===== src/rtl/bcd_sub_serial_if.sv =====
// Operand/result handshake bundle for bcd_sub_serial: operand channel (in_*, a, b)
// and result channel (out_*, diff, minus, err).
interface bcd_sub_serial_if #(
    parameter int DIGITS = 2
) ();
    logic                  in_valid;
    logic                  in_ready;
    logic [4*DIGITS-1:0]   a;
    logic [4*DIGITS-1:0]   b;
    logic                  out_valid;
    logic                  out_ready;
    logic [4*DIGITS-1:0]   diff;
    logic [3:0]            minus;
    logic                  err;

    modport master (
        output in_valid, a, b, out_ready,
        input  in_ready, out_valid, diff, minus, err
    );

    modport slave (
        input  in_valid, a, b, out_ready,
        output in_ready, out_valid, diff, minus, err
    );
endinterface


===== src/rtl/bcd_sub_serial.sv =====
// Digit-serial |a - b| for packed-BCD operands, one digit per clock, with a ten's
// complement pass for negative results. Optional operand check: BCD_SUB_ERR_CHECK_EN.
module bcd_sub_serial #(
    parameter int DIGITS = 2
) (
    input  logic                 clk,
    input  logic                 rst_n,
    bcd_sub_serial_if.slave      bus
);
    localparam int W  = 4 * DIGITS;
    localparam int IW = (DIGITS > 1) ? $clog2(DIGITS) : 1;

    typedef enum logic [1:0] {IDLE, SUB, NEG, DONE} state_t;

    state_t          state_r, state_n;
    logic [W-1:0]    a_r, a_n, b_r, b_n, work_r, work_n;
    logic [IW-1:0]   idx_r, idx_n;
    logic            borrow_r, borrow_n;
    logic [3:0]      minus_r, minus_n;
    logic            in_ready_r, out_valid_r;
    logic [4:0]      ds_s;
    logic            last_s;

    // Returns {borrow_out, digit}: x - y - bin, wrapped by +10 when negative.
    function automatic logic [4:0] digit_sub(input logic [3:0] x, input logic [3:0] y,
                                             input logic bin);
        logic [4:0] t;
        t = {1'b0, x} - {1'b0, y} - {4'b0000, bin};
        if (t[4]) begin
            digit_sub = {1'b1, t[3:0] + 4'd10};
        end else begin
            digit_sub = {1'b0, t[3:0]};
        end
    endfunction

`ifdef BCD_SUB_ERR_CHECK_EN
    logic err_r, err_n;

    function automatic logic has_bad_digit(input logic [W-1:0] v);
        has_bad_digit = 1'b0;
        for (int d = 0; d < DIGITS; d++) begin
            if (v[d*4 +: 4] > 4'd9) begin
                has_bad_digit = 1'b1;
            end else begin
                has_bad_digit = has_bad_digit;
            end
        end
    endfunction

    assign bus.err = err_r;
`else
    assign bus.err = 1'b0;
`endif

    assign last_s        = (idx_r == IW'(DIGITS - 1));
    assign bus.in_ready  = in_ready_r;
    assign bus.out_valid = out_valid_r;
    assign bus.diff      = work_r;
    assign bus.minus     = minus_r;

    // Next-state and datapath update for the digit-serial FSM.
    always_comb begin
        state_n  = state_r;
        a_n      = a_r;
        b_n      = b_r;
        work_n   = work_r;
        idx_n    = idx_r;
        borrow_n = borrow_r;
        minus_n  = minus_r;
        ds_s     = 5'd0;
`ifdef BCD_SUB_ERR_CHECK_EN
        err_n    = err_r;
`endif
        case (state_r)
            IDLE: begin
                if (bus.in_valid) begin
                    a_n      = bus.a;
                    b_n      = bus.b;
                    work_n   = '0;
                    idx_n    = '0;
                    borrow_n = 1'b0;
                    minus_n  = 4'd0;
                    state_n  = SUB;
`ifdef BCD_SUB_ERR_CHECK_EN
                    err_n    = has_bad_digit(bus.a) | has_bad_digit(bus.b);
`endif
                end else begin
                    state_n = IDLE;
                end
            end
            SUB: begin
`ifdef BCD_SUB_ERR_CHECK_EN
                if (err_r) begin
                    state_n = DONE;
                end else begin
`else
                begin
`endif
                    ds_s = digit_sub(a_r[idx_r*4 +: 4], b_r[idx_r*4 +: 4], borrow_r);
                    work_n[idx_r*4 +: 4] = ds_s[3:0];
                    borrow_n = ds_s[4];
                    if (!last_s) begin
                        idx_n = idx_r + 1'b1;
                    end else if (ds_s[4]) begin
                        // Final borrow means a < b: complement the raw result.
                        minus_n  = 4'd10;
                        idx_n    = '0;
                        borrow_n = 1'b0;
                        state_n  = NEG;
                    end else begin
                        state_n = DONE;
                    end
                end
            end
            NEG: begin
                ds_s = digit_sub(4'd0, work_r[idx_r*4 +: 4], borrow_r);
                work_n[idx_r*4 +: 4] = ds_s[3:0];
                borrow_n = ds_s[4];
                if (last_s) begin
                    state_n = DONE;
                end else begin
                    idx_n = idx_r + 1'b1;
                end
            end
            DONE: begin
                if (bus.out_ready) begin
                    state_n = IDLE;
                end else begin
                    state_n = DONE;
                end
            end
            default: begin
                state_n = IDLE;
            end
        endcase
    end

    // State, datapath and registered handshake outputs.
    always_ff @(posedge clk) begin
        if (!rst_n) begin
            state_r     <= IDLE;
            a_r         <= '0;
            b_r         <= '0;
            work_r      <= '0;
            idx_r       <= '0;
            borrow_r    <= 1'b0;
            minus_r     <= 4'd0;
            in_ready_r  <= 1'b1;
            out_valid_r <= 1'b0;
`ifdef BCD_SUB_ERR_CHECK_EN
            err_r       <= 1'b0;
`endif
        end else begin
            state_r     <= state_n;
            a_r         <= a_n;
            b_r         <= b_n;
            work_r      <= work_n;
            idx_r       <= idx_n;
            borrow_r    <= borrow_n;
            minus_r     <= minus_n;
            in_ready_r  <= (state_n == IDLE);
            out_valid_r <= (state_n == DONE);
`ifdef BCD_SUB_ERR_CHECK_EN
            err_r       <= err_n;
`endif
        end
    end
endmodule


===== src/flat_wrapper.sv =====
// flat-port wrapper written by rule: the top's interface ports become plain ports
module bcd_sub_serial_flat 
#(
    parameter int DIGITS = 2
)
  (clk, rst_n, bus_in_valid, bus_a, bus_b, bus_out_ready, bus_in_ready, bus_out_valid, bus_diff, bus_minus, bus_err);
  bcd_sub_serial_if #(.DIGITS(DIGITS)) bus_i ();
  input  logic clk;
  input  logic rst_n;
  input wire logic [$bits(bus_i.in_valid)-1:0] bus_in_valid;
  input wire logic [$bits(bus_i.a)-1:0] bus_a;
  input wire logic [$bits(bus_i.b)-1:0] bus_b;
  input wire logic [$bits(bus_i.out_ready)-1:0] bus_out_ready;
  output wire logic [$bits(bus_i.in_ready)-1:0] bus_in_ready;
  output wire logic [$bits(bus_i.out_valid)-1:0] bus_out_valid;
  output wire logic [$bits(bus_i.diff)-1:0] bus_diff;
  output wire logic [$bits(bus_i.minus)-1:0] bus_minus;
  output wire logic [$bits(bus_i.err)-1:0] bus_err;
  assign bus_i.in_valid = bus_in_valid;
  assign bus_i.a = bus_a;
  assign bus_i.b = bus_b;
  assign bus_i.out_ready = bus_out_ready;
  assign bus_in_ready = bus_i.in_ready;
  assign bus_out_valid = bus_i.out_valid;
  assign bus_diff = bus_i.diff;
  assign bus_minus = bus_i.minus;
  assign bus_err = bus_i.err;
  bcd_sub_serial #(.DIGITS(DIGITS)) u_core (.clk(clk), .rst_n(rst_n), .bus(bus_i));
endmodule

===== config.mk =====
export PLATFORM = sky130hd
export DESIGN_NAME = bcd_sub_serial_flat
export DESIGN_NICKNAME = d
export VERILOG_FILES = /design/src/rtl/bcd_sub_serial_if.sv /design/src/rtl/bcd_sub_serial.sv /design/src/flat_wrapper.sv
export SDC_FILE = /design/constraint.sdc
export NUM_CORES = 1
export LEC_CHECK = 0
export BUFFER_PORTS_ARGS = -buffer_cell sky130_fd_sc_hd__buf_2
export CAP_MARGIN = 20
export CORE_MARGIN = 2
export CORE_UTILIZATION = 50
export DETAILED_ROUTE_END_ITERATION = 10
export GPL_TIMING_DRIVEN = 0
export PLACE_DENSITY = 0.76
export SLEW_MARGIN = 20
export SYNTH_ARGS = -nofsm -noshare
export SYNTH_HDL_FRONTEND = slang
export SYNTH_SLANG_ARGS = --single-unit

===== constraint.sdc =====
create_clock -name clk -period 2.9 [get_ports clk]
set_clock_uncertainty 0.1 [all_clocks]
set_input_delay 0.29 -clock clk [delete_from_list [all_inputs] [get_ports clk]]
set_output_delay 0.29 -clock clk [all_outputs]
set_load 0.1 [all_outputs]

==> summary.txt <==
Run status
  – Status: finished, violations left
  – Failing checks: negative setup slack

Die
  – Chip width: 66.40 um
  – FP Rows: 22
  – Core Region: 0.003716 mm2
  – Die area: ~0.0044 mm2
  – Initial core utilization: 52.39%
  – I/O pins: 35
  – Die Ht: 66.40 um

Logic synthesis
  – Synth top area cells: dfxtp_1 32%, ha_1 9.6%, nand2_1 7.9%, a21boi_0 6.2%, mux2i_1 4.1%
  – Seq/Total Area, Yosys: 31.88%
  – Cells after synthesis: 221
  – Top cell type's share of synthesized area: roughly a third
  – Fraction of registers with async set/reset: 0%
  – Avg Cell Area, Syn: 8.809 um2
  – Number of synthesized flops with an enable pin: 0
  – Area leader, netlist: dfxtp_1
  – Distinct cells, synth: 51
  – Synth Flop Type: dfxtp_1
  – Yosys warnings: 0
  – Synthesized cell area: approximately 0.0019 mm2
  – FF+latch count, synth: 31

Finish
  – Number of fillers in the final layout: 311
  – Final cell count without fillers: 319
  – Most common cell after layout, fill and taps aside: nand2_1
  – Final nets: 307
  – P&R area growth vs syn: 24.94%
  – # diodes: 0
  – Most frequent cells in the layout: 41 x nand2_1, 32 x buf_2, 30 x dfxtp_1, 16 x a21boi_0, 15 x buf_4
  – Share of layout cells above drive strength 1: 28.78%

Timing
  – Highest clock rate: 0.3433 GHz
  – RSZ-0062 raised after global routing: true
  – Final min period: 2.913 ns
  – Endpoints failing setup: 1
  – Relative slew slack: 66.61%
  – Hold Vio Cnt, Final: 0
  – Worst-Margin Slew: approximately 0.5 ns
  – Max Slew Vio Count: 0
  – Period utilisation layout: 100.4%
  – Setup ws final: -0.01260 ns
  – Hold slack: between 0.15 and 0.2 ns

Clock network
  – CTS tree: done
  – Max clock buf depth: 2
  – CTS Buf Count: 5
  – CTS H-Tree Depth: 2
  – Clk Latency, worst-skew pair: between 0.2 and 0.3 ns
  – CTS Root Cell: clkbuf_8
  – CTS sink count: 31
  – Hold Buf Count CTS: 0
  – CTS clk-pin slew, worst paths: 0.07 ns

Global route
  – GRT Total Usage: 20.45%
  – Pin count of the biggest net entering global routing: 11
  – GR Overflow Total: 0
  – Initial antenna violation count: 0
  – Global-route wire length before repair: 6886 um
  – Vias in the first global route: ~1.5k

Power
  – Pleak: 1.057 nW
  – Maximum vdd drop: between 0.0003 and 0.0004 V
  – Overall power: 0.001231 W
  – Power Density: about 510 mW/mm2

Run
  – Maxcap violations: 0

Setup path
  – CP Capture Type: register
  – Critical path's largest stage delay: 0.39 ns
  – Slowest cell on the critical path: dfxtp_4
  – Critical path data required time: 2.97 ns
  – WP data arrival: 2.98 ns
  – Worst setup SP type: register
  – CP Class: register to register
  – Crit-path max FO: 5
  – Crit path cell chain: buf_4, mux2_2, ha_1, inv_1, ha_4, and2_0, a22o_4, or2_1, a32oi_1, o22ai_1, and2_1

Worst hold path
  – Worst hold path type: input port to register

Detailed routing
  – DR WL/cell: 14.02 um
  – DRT iter0 DRCs: 97
  – Via density: roughly 5.4
  – Total Routed Length: 4471 um
  – 1st-pass router iterations: 4
  – Routed Antenna Nets: 0
  – Vias: approximately 1.7k
  – Post-route DRC: 0

Placed design
  – Post-DP HPWL: around 3100 um
  – GPL Wtd Cong: 0.8204
  – Dpl cells: 301
  – I/O Buffers: 30
-- worst paths after layout --
check                      from  slack, ns               to  cells past startpoint
hold / removal         bus_a[6]       0.16    u_core.a_r[6]                      3
hold reg to reg   u_core.a_r[0]       0.37    u_core.a_r[0]                      2
setup / recovery   u_core.idx_r      -0.01  u_core.borrow_r                     11
setup reg to reg   u_core.idx_r      -0.01  u_core.borrow_r                     11
-- synth_stat cells (4+ instances only) --
| master | instances |
|---|---|
| a21boi_0 | 16 |
| a21oi_1 | 6 |
| a22o_1 | 4 |
| and2_1 | 5 |
| buf_4 | 5 |
| clkbuf_1 | 6 |
| dfxtp_1 | 31 |
| ha_1 | 15 |
| inv_1 | 11 |
| mux2i_1 | 8 |
| nand2_1 | 41 |
| nand2b_1 | 4 |
| nor2_1 | 8 |
| o211ai_1 | 4 |
| xnor2_1 | 5 |
-- metrics by stage --
stage	util (%)	setup WS (ns)	area [um2]	setup TNS (ns)
after floorplan	-	0.03473	1964	0
after global placement	58.52	-0.2151	2175	-1.618
after detailed placement	58.52	-0.2417	2175	-1.883
after CTS	63.87	-0.009798	2374	-0.009798
after global routing	65.45	-0.08080	2432	-0.2999
final	65.45	-0.01260	2432	-0.01260
-- critical path: cells and delay by family, from the launching register on --
family | cells | cell delay [ns]
flip-flops | 1 | 0.39
multiplexers | 1 | 0.33
AND/OR/NAND/NOR | 3 | 0.63
AO/OA/AOI/OAI | 3 | 0.59
adder cells (fa/ha/maj) | 2 | 0.52
buffers and inverters | 2 | 0.22
-- state kept, by name (all words and copies together), names as in the netlist --
name	flops
u_core.borrow_r	1
u_core.bus.minus	1
u_core.state_r	2
u_core.a_r	8
u_core.b_r	8
u_core.bus.diff	8
u_core.bus.in_ready	1
u_core.bus.out_valid	1
u_core.idx_r	1
-- what timing repair did --
| item | 4_1_cts | 5_1_grt |
|---|---|---|
| gates resized for setup | 7 | 6 |
| endpoints found under the setup margin | 12 | 10 |
| pin swaps | 5 | 10 |
| buffers inserted | 6 | 5 |
-- area by class of cell --
class | instances | area [um2] | share of cell area (%)
multi-input cells | 166 | 1270 | 52.21
repair buffers | 41 | 232.7 | 9.568
inverters | 12 | 45.04 | 1.852
plain buffers | 13 | 82.58 | 3.395
flip-flops and latches | 31 | 624.3 | 25.67
clock buffers | 6 | 82.58 | 3.395
well taps | 48 | 60.06 | 2.469
clock inverters | 2 | 35.03 | 1.440
-- routing by layer --
layer,vias to the layer above,part of all wire [%],GRT usage [%]
met1,809,46,27.51
met2,60,47,31.62
met3,9,5.6,4.770
met5,-,0,0
met4,0,1.6,7.653
li1,853,-,-
-- power breakdown --
group          internal [W]  switching [W]
Combinational      0.000147       0.000191
Sequential         0.000444      0.0000113
Clock              0.000278       0.000161
Total              0.000868       0.000363
-- kinds of logic after synthesis --
kind of cell | count (synthesis) | share of synthesized area (%)
buffers and inverters | 26 | 6.169
other | 1 | 0.1926
flip-flops | 31 | 31.88
AO/OA/AOI/OAI | 57 | 22.69
AND/OR/NAND/NOR | 69 | 16.45
adder cells (fa/ha/maj) | 17 | 11.70
XOR/XNOR | 8 | 4.306
multiplexers | 12 | 6.619
No activity file was read; power rests on OpenSTA's default activity.
